## src/rtl/conv_pkg.sv

```systemverilog
// rtl/conv_pkg.sv - shared types and constants for the 3x3 window fetcher
package conv_pkg;

  typedef enum logic [1:0] {
    IDLE,
    FETCH,
    HOLD,
    DONE
  } fetch_state_t;

  localparam int KSIZE = 3;
  localparam int TAPS  = KSIZE * KSIZE;
  localparam int TAP_W = $clog2(TAPS);

  localparam logic [1:0]       KPOS_LAST = 2'(KSIZE - 1);
  localparam logic [TAP_W-1:0] TAP_LAST  = TAP_W'(TAPS - 1);

  // Row-major tap number k = 3*i + j, built from shifts and adds only
  function automatic logic [TAP_W-1:0] tap_index(input logic [1:0] i, input logic [1:0] j);
    return TAP_W'({i, 1'b0}) + TAP_W'(i) + TAP_W'(j);
  endfunction

endpackage

```

## src/rtl/win_addr_gen.sv

```systemverilog
// rtl/win_addr_gen.sv - window/tap counters and incremental ROM address adders
module win_addr_gen
  import conv_pkg::*;
#(
  parameter int M  = 6,
  parameter int W  = 6,
  parameter int H  = 6,
  parameter int RW = $clog2(H),
  parameter int CW = $clog2(W)
) (
  input  logic             i_clk,
  input  logic             i_rst,
  input  logic             i_clear,
  input  logic             i_step,
  input  logic             i_advance,
  output logic [M-1:0]     o_adr,
  output logic [RW-1:0]    o_row,
  output logic [CW-1:0]    o_col,
  output logic [TAP_W-1:0] o_tap,
  output logic             o_last_tap,
  output logic             o_last_col,
  output logic             o_last_row
);

  localparam logic [M-1:0]  ROW_WRAP = M'(W - KSIZE + 1);
  localparam logic [M-1:0]  IMG_ROW  = M'(W);
  localparam logic [CW-1:0] C_LAST   = CW'(W - KSIZE);
  localparam logic [RW-1:0] R_LAST   = RW'(H - KSIZE);

  logic [RW-1:0] r_r;
  logic [CW-1:0] r_c;
  logic [1:0]    r_i;
  logic [1:0]    r_j;
  logic [M-1:0]  r_base;
  logic [M-1:0]  r_row_base;
  logic [M-1:0]  r_adr;

  logic          w_last_tap;
  logic          w_last_col;
  logic          w_last_row;
  logic [M-1:0]  w_next_col;
  logic [M-1:0]  w_next_row;

  assign w_last_tap = (r_i == KPOS_LAST) && (r_j == KPOS_LAST);
  assign w_last_col = (r_c == C_LAST);
  assign w_last_row = (r_r == R_LAST);
  assign w_next_col = r_base + M'(1);
  assign w_next_row = r_row_base + IMG_ROW;

  always_ff @(posedge i_clk) begin
    if (i_rst || i_clear) begin
      r_r        <= '0;
      r_c        <= '0;
      r_i        <= '0;
      r_j        <= '0;
      r_base     <= '0;
      r_row_base <= '0;
      r_adr      <= '0;
    end else if (i_step) begin
      // Address drops back to 0 after the last tap so it idles low in HOLD
      if (w_last_tap) begin
        r_i   <= '0;
        r_j   <= '0;
        r_adr <= '0;
      end else if (r_j == KPOS_LAST) begin
        r_j   <= '0;
        r_i   <= r_i + 2'd1;
        r_adr <= r_adr + ROW_WRAP;
      end else begin
        r_j   <= r_j + 2'd1;
        r_adr <= r_adr + M'(1);
      end
    end else if (i_advance) begin
      if (!w_last_col) begin
        r_c    <= r_c + CW'(1);
        r_base <= w_next_col;
        r_adr  <= w_next_col;
      end else if (!w_last_row) begin
        r_c        <= '0;
        r_r        <= r_r + RW'(1);
        r_row_base <= w_next_row;
        r_base     <= w_next_row;
        r_adr      <= w_next_row;
      end
    end
  end

  assign o_adr      = r_adr;
  assign o_row      = r_r;
  assign o_col      = r_c;
  assign o_tap      = tap_index(r_i, r_j);
  assign o_last_tap = w_last_tap;
  assign o_last_col = w_last_col;
  assign o_last_row = w_last_row;

endmodule

```

## src/rtl/conv_window_fetch.sv

```systemverilog
// rtl/conv_window_fetch.sv - walks all 3x3 windows of the pixel ROM and hands them out
module conv_window_fetch
  import conv_pkg::*;
#(
  parameter int N = 8,
  parameter int M = 6,
  parameter int W = 6,
  parameter int H = 6
) (
  input  logic                 i_clk,
  input  logic                 i_rst,
  input  logic                 i_start,
  output logic [M-1:0]         o_adr,
  input  logic [N-1:0]         i_data,
  output logic [TAPS*N-1:0]    o_win,
  output logic                 o_win_valid,
  input  logic                 i_win_ready,
  output logic [$clog2(H)-1:0] o_win_row,
  output logic [$clog2(W)-1:0] o_win_col,
  output logic                 o_busy,
  output logic                 o_done
);

  localparam int RW = $clog2(H);
  localparam int CW = $clog2(W);

  if (W * H > (1 << M)) begin : g_err_adr
    $error("conv_window_fetch: image of W*H pixels does not fit in 2**M ROM words");
  end
  if (W < KSIZE || H < KSIZE) begin : g_err_dim
    $error("conv_window_fetch: image must be at least 3x3");
  end

  fetch_state_t     r_state;
  fetch_state_t     w_state_nxt;

  logic [N-1:0]     r_taps [TAPS];
  logic [RW-1:0]    r_win_row;
  logic [CW-1:0]    r_win_col;

  logic             w_clear;
  logic             w_step;
  logic             w_advance;
  logic [RW-1:0]    w_row;
  logic [CW-1:0]    w_col;
  logic [TAP_W-1:0] w_tap;
  logic             w_last_tap;
  logic             w_last_col;
  logic             w_last_row;

  win_addr_gen #(
    .M (M),
    .W (W),
    .H (H),
    .RW(RW),
    .CW(CW)
  ) u_addr (
    .i_clk     (i_clk),
    .i_rst     (i_rst),
    .i_clear   (w_clear),
    .i_step    (w_step),
    .i_advance (w_advance),
    .o_adr     (o_adr),
    .o_row     (w_row),
    .o_col     (w_col),
    .o_tap     (w_tap),
    .o_last_tap(w_last_tap),
    .o_last_col(w_last_col),
    .o_last_row(w_last_row)
  );

  always_ff @(posedge i_clk) begin
    if (i_rst) begin
      r_state <= IDLE;
    end else begin
      r_state <= w_state_nxt;
    end
  end

  always_comb begin
    w_state_nxt = r_state;
    w_clear     = 1'b0;
    w_step      = 1'b0;
    w_advance   = 1'b0;
    o_win_valid = 1'b0;
    o_busy      = 1'b1;
    o_done      = 1'b0;
    case (r_state)
      IDLE: begin
        o_busy = 1'b0;
        if (i_start) begin
          w_clear     = 1'b1;
          w_state_nxt = FETCH;
        end
      end
      FETCH: begin
        w_step = 1'b1;
        if (w_last_tap) begin
          w_state_nxt = HOLD;
        end
      end
      HOLD: begin
        o_win_valid = 1'b1;
        if (i_win_ready) begin
          w_advance   = 1'b1;
          w_state_nxt = (w_last_col && w_last_row) ? DONE : FETCH;
        end
      end
      DONE: begin
        o_done      = 1'b1;
        w_state_nxt = IDLE;
      end
      default: w_state_nxt = IDLE;
    endcase
  end

  // ROM is combinational, so the tap for the current address lands on this edge
  always_ff @(posedge i_clk) begin
    if (i_rst) begin
      for (int t = 0; t < TAPS; t++) begin
        r_taps[t] <= '0;
      end
      r_win_row <= '0;
      r_win_col <= '0;
    end else if (w_step) begin
      r_taps[w_tap] <= i_data;
      if (w_last_tap && (w_tap == TAP_LAST)) begin
        r_win_row <= w_row;
        r_win_col <= w_col;
      end
    end
  end

  for (genvar t = 0; t < TAPS; t++) begin : g_win
    assign o_win[N*t +: N] = r_taps[t];
  end

  assign o_win_row = r_win_row;
  assign o_win_col = r_win_col;

endmodule

```

## config.mk

```make
export PLATFORM = sky130hd
export DESIGN_NAME = conv_window_fetch
export DESIGN_NICKNAME = d
export VERILOG_FILES = /design/src/rtl/conv_pkg.sv /design/src/rtl/win_addr_gen.sv /design/src/rtl/conv_window_fetch.sv
export SDC_FILE = /design/constraint.sdc
export NUM_CORES = 1
export LEC_CHECK = 0
export ABC_CLOCK_PERIOD_IN_PS = 2860
export CELL_PAD_IN_SITES_DETAIL_PLACEMENT = 0
export CELL_PAD_IN_SITES_GLOBAL_PLACEMENT = 1
export CORE_ASPECT_RATIO = 0.8
export CORE_UTILIZATION = 36
export CTS_CLUSTER_DIAMETER = 60
export DETAILED_ROUTE_END_ITERATION = 6
export GPL_TIMING_DRIVEN = 0
export PLACE_DENSITY = 0.77
export SETUP_SLACK_MARGIN = 0.5
export SLEW_MARGIN = 20
export SYNTH_ARGS = -nofsm -noshare
export SYNTH_HDL_FRONTEND = slang
export SYNTH_SLANG_ARGS = --single-unit
```

## constraint.sdc

```tcl
create_clock -name i_clk -period 2.86 [get_ports i_clk]
set_input_delay 0.572 -clock i_clk [delete_from_list [all_inputs] [get_ports i_clk]]
set_output_delay 0.572 -clock i_clk [all_outputs]
set_load 0.02 [all_outputs]
```

Word-level counts from Yosys, hierarchy flattened
Memories as Yosys holds them, arrays and structs flattened. Cells that the tools add are included.

Multiplexer cells: 33. Bitwise logic cells: 2. Equal/unequal tests: 13. Reduce and logical (&&, ||, !) cells: 14. Add/subtract/negate cells: 10.

Operators with widths (count): 2-to-1 mux 6 bit (6); 2-to-1 mux 2 bit (8); 2-to-1 mux 1 bit (14); adder 6 x 1 -> 6 bit, second input constant (2); adder 6 x 3 -> 6 bit, second input constant (2); equality test 2 bit, second input constant (4); 2-to-1 mux 8 bit (1); != test 2 bit, second input constant (4); case mux 2 bit (4 select lines) (1); OR reduction 8 bit (1); adder 3 x 1 -> 3 bit, second input constant (2); equality test 3 x 2 -> 1 bit, second input constant (2); 2-to-1 mux 3 bit (2); AND reduction 2 bit (3); AND reduction 3 bit (2); adder 2 x 1 -> 2 bit, second input constant (2); adder 3 x 2 -> 4 bit (1); adder 4 x 2 -> 4 bit (1); equality test 4 bit, second input constant (1); 2-to-1 mux 4 bit (1); AND reduction 4 bit (1); nonzero test 2 bit (2); logical AND 1 bit (3); != test 3 x 2 -> 1 bit, second input constant (1); 4 further kinds (5).

RAM bits: 72. Word-level logic and storage cells: 83. Memories kept: 1. Bits of input ports: 12. Flip-flop bits (word level): 36. Output and inout port bits: 87.

Memory list: r_taps (depth 9, bits a word 8, rd ports 9, clocked after Yosys merged registers in 0, wr ports 9, line conv_window_fetch.sv:37) `logic [N-1:0] r_taps [TAPS];`.

Longest topological paths before layout
Depth after elaboration: 7. Depth in mapped cells: 10. Mapped depth without buffers: 9.

Hierarchy
From an unflattened synthesis, not the netlist that was laid out.

Cells, all modules: 403. Area total of the unflattened synthesis: 4842.1 um2.

Modules (own cells, without submodules): conv_window_fetch (cells each 215, area each 3276.9 um2, instances 1, sequential area each 2322.2 um2); win_addr_gen (cells each 188, area each 1565.3 um2, instances 1, sequential area each 540.5 um2).

Least setup slack after synthesis
OpenSTA, ideal clock, no wires.

Path type: register -> register. Start point: register u_addr.r_i[0]. End point: memory r_taps[5][0] (enable). Library setup time: 310 ps. Data required time: 2550 ps. Path slack: 50 ps. Stages on the path, launching flop included: 7. Buffers on the path: 0. Period minus slack after synthesis: 2810 ps. Arrival: 2500 ps. Cells stage by stage: dfxtp_1 -> fa_1 -> ha_1 -> inv_1 -> fa_1 -> nor4_1 -> or2_2.

RTL lines: from (decl) (line win_addr_gen.sv:32) `logic [1:0] r_i;`; from (signal assigned) (line win_addr_gen.sv:67) `r_i <= r_i + 2'd1;`; to (decl) (line conv_window_fetch.sv:37).

Worst setup path in the final report
Start point: register u_addr.r_j[1]. End point: register r_win_row[1] (netlist: o_win_row[1]).

Cells in the longest elaborated chain, start to end: 4. Elaborated cells on any way between the ends: 6. Those cells by class: add/sub (1); eq/ne (2); reduce/logical (3).

Ends and longest elaborated chain: from (decl) (line win_addr_gen.sv:33) `logic [1:0] r_j;`; from (signal assigned) (line win_addr_gen.sv:70) `r_j <= r_j + 2'd1;`; adder 4 x 2 -> 4 bit / equality test 2 bit (equally long branches) (line conv_pkg.sv:20, win_addr_gen.sv:44); equality test 4 bit / logical AND 1 bit (equally long branches) (line conv_window_fetch.sv:127, win_addr_gen.sv:44); logical AND 1 bit * (line conv_window_fetch.sv:127) `if (w_last_tap && (w_tap == TAP_LAST)) begin`; AND reduction 2 bit (no line) *; to (signal assigned) (line conv_window_fetch.sv:128) `r_win_row <= w_row;`; to (decl) (line conv_window_fetch.sv:38) `logic [RW-1:0] r_win_row;`.

Every way passes the cells marked *; elsewhere a longest branch is shown, timed or not. A chain may end at the register's enable or synchronous reset.

==> impl_metrics.json <==
{
  "max-slew-margin-rel_pct": 36.5,
  "synthFlopType": "edfxtp_1",
  "drive_gt1_share_pct": 14.7,
  "synth_edf_count": 72,
  "hold_path_class": "reg2reg",
  "fin_nets": 541,
  "min_period_over_period_pct": 97.2,
  "gp_congestion": 0.843,
  "dieHeight_microns": 103,
  "synth_nets": 411,
  "start_util_pct": 37.5,
  "cts_tree": "done",
  "run_status": "finished clean",
  "seq_area_frac_synth_pct": 61.9,
  "num_rows": 36,
  "clockBufferDepth": 2,
  "gr-usage-all-layers_pct": 17.4,
  "crit_chain": "fa_1 -> ha_2 -> inv_2 -> fa_2 -> nand4bb_4 -> or3_4 -> nand2b_4 -> buf_6 -> mux2i_1 -> nor2_1",
  "synth_area_per_cell_sq_um": 11.9,
  "pin_count": 99,
  "busiest_layer": "met2",
  "clock-sinks": 107,
  "layout_common_cells": "clkdlybuf4s50_1, edfxtp_1, and2_1",
  "p_leak_nw": 2.42,
  "vias": 3310,
  "ant_nets": 0,
  "p_total_w": 0.00332,
  "ys_warn_count": 0,
  "cp-start-kind": "register",
  "worst_path_largest_cell_delay_ps": 560,
  "ys_ff_latch": 107,
  "syn2layout_area_growth_pct": 40.1,
  "met1_usage_pct": 23.4,
  "max_freq_ghz": 0.360,
  "ys_types": 44,
  "first_pass_iters": 4,
  "drcViolationCount": 0,
  "antenna_found_initial": 0,
  "ctsRootBufferMaster": "clkbuf_16",
  "ys_async_sr_fraction_pct": 0,
  "rrSetupSlack_ps": 80,
  "clock_latency_ps": 340,
  "drt-total-wl_microns": 11100,
  "worstPathArrival_ps": 3000,
  "drtIter0Drc": 192,
  "dieWidth_microns": 129,
  "final-setup-viol-count": 0,
  "cts_max_level": 3,
  "rsz0062_at_grt": "yes",
  "cts_buffers": 9,
  "cts_hold_buf": 0,
  "cpMaxStageDelayCell": "fa_2",
  "vias_per_cell": 4.77,
  "clkSlewWorstSetupHoldPaths_ps": 70,
  "syn_inst": 388,
  "fin_crit_ps": 2780,
  "worstSetupPathType": "reg2reg",
  "coreArea_sq_um": 12300,
  "mostFrequentLayoutCell": "clkdlybuf4s50_1",
  "required_ps": 3080,
  "grt_pass1_vias": 3163,
  "grt_use_met2_pct": 27.5,
  "ir_drop_uv": 352,
  "grt_overflow_total": 0,
  "powerDensity_nw_per_um2": 512,
  "place_hpwl_microns": 7840,
  "grtUsageMet3_pct": 4.01,
  "max_slew.worst_pin.slew_ps": 940,
  "n_antenna_cell": 0,
  "grt_max_degree": 18,
  "cp-end-kind": "register",
  "crit_fanout": 6,
  "die_area_sq_um": 13300,
  "clock_skew_ps": 7.55,
  "max-cap-violations": 0,
  "grt_pass1_wl_microns": 16900,
  "utilization_pct": 52.5,
  "slew_violations": 0,
  "wl_per_cell_microns": 16.0,
  "hold_viol_final": 0,
  "syn_area_sq_um": 4630,
  "io_buffers": 98
}
critical path: cells and delay by family, from the launching register on:
kind	cells	cell delay (ps)
adders and majority gates	3	1270
buffers and inverters	2	200
DFF	1	350
muxes	1	160
and+or+nand+nor	4	690
final cells by class:
| type | instances | area (sq um) |
|---|---|---|
| buffer | 13 | 61.3 |
| tap | 171 | 214 |
| clock inverter | 6 | 65.1 |
| inverter | 7 | 26.3 |
| sequential | 107 | 2870 |
| timing repair buffer | 119 | 1160 |
| clock buffer | 10 | 229 |
| fill | 1080 | 5860 |
| multi-input combinational | 261 | 1850 |
final timing paths:
check / start / end / cells past startpoint
worst max-delay path: u_addr.r_j[1] / o_win_row[1] / 10
worst min-delay path: u_addr.r_base[5] / u_addr.r_base[5] / 2
worst max register to register: u_addr.r_j[1] / o_win_row[1] / 10
worst min register to register: u_addr.r_base[5] / u_addr.r_base[5] / 2
state kept, by name, summed over array words and instances (netlist names):
signal,flops
u_addr.r_row_base,5
o_win_col,3
u_addr.r_base,6
u_addr.o_row,3
o_win_row,3
u_addr.o_adr,6
r_taps,72
u_addr.r_i,2
u_addr.o_col,3
u_addr.r_j,2
r_state,2
layer usage:
metal / vias up / part of all wire [%]
met4: 0 / 1.4
met5: - / 0
met3: 9 / 4.6
li1: 1630 / -
met2: 94 / 46
met1: 1577 / 49
report_power, final:
part / leakage, nW / internal, W / switching, W
sequential: 1.03 / 0.00169 / 0.0000219
combinational: 1.25 / 0.000153 / 0.000211
clock: 0.140 / 0.000682 / 0.000558
total: 2.42 / 0.00253 / 0.000790
cell families (layout without fill, tap and decap cells):
kind of cell    Yosys count  count (layout)  share of synthesized area (%)
buf+inv                  20             155                           1.68
flops                   107             107                           61.9
compound gates           45              45                           6.25
mux                       7               7                           1.51
simple gates            184             184                           22.7
fa+ha+maj                11              11                           3.30
xor+xnor                 14              14                           2.65
cells in the mapped netlist (4+ instances only):
library cell  instances  area, sq um
edfxtp_1             72         2160
nor2b_1               5         31.3
mux2i_1               7         70.1
nor2_1               36          135
and2_1               73          457
inv_1                 7         26.3
clkbuf_1             11         41.3
a21oi_1              21          105
nor3_1                6         30.0
xnor2_1              11         96.3
nand2_1              20         75.1
nand3_1               5         25.0
nand2b_1              6         37.5
ha_1                  9          113
nand3b_1              5         37.5
dfxtp_1              35          701
or2_2                 8         50.1
nor4_1                4         25.0
what timing repair did:
action,4_1_cts,5_1_grt
endpoints found under the setup margin,151,155
setup buffers,20,1
gates resized for setup,31,14
pin swaps,12,5
per-stage QoR:
stage / area [sq um] / TNS (ps) / hold slack, ps / std cells / setup slack, ps
global placement: 5870 / -2000 / 458 / 657 / -61.1
global route: 6480 / -34.1 / 495 / 694 / -15.8
CTS: 6440 / 0 / 480 / 693 / 59.8
finish: 6480 / 0 / 480 / 694 / 79.6
floorplan: 4670 / 0 / 449 / 388 / 120
detailed placement: 5870 / -4950 / 470 / 657 / -169
(Power assumes the default switching activity.)
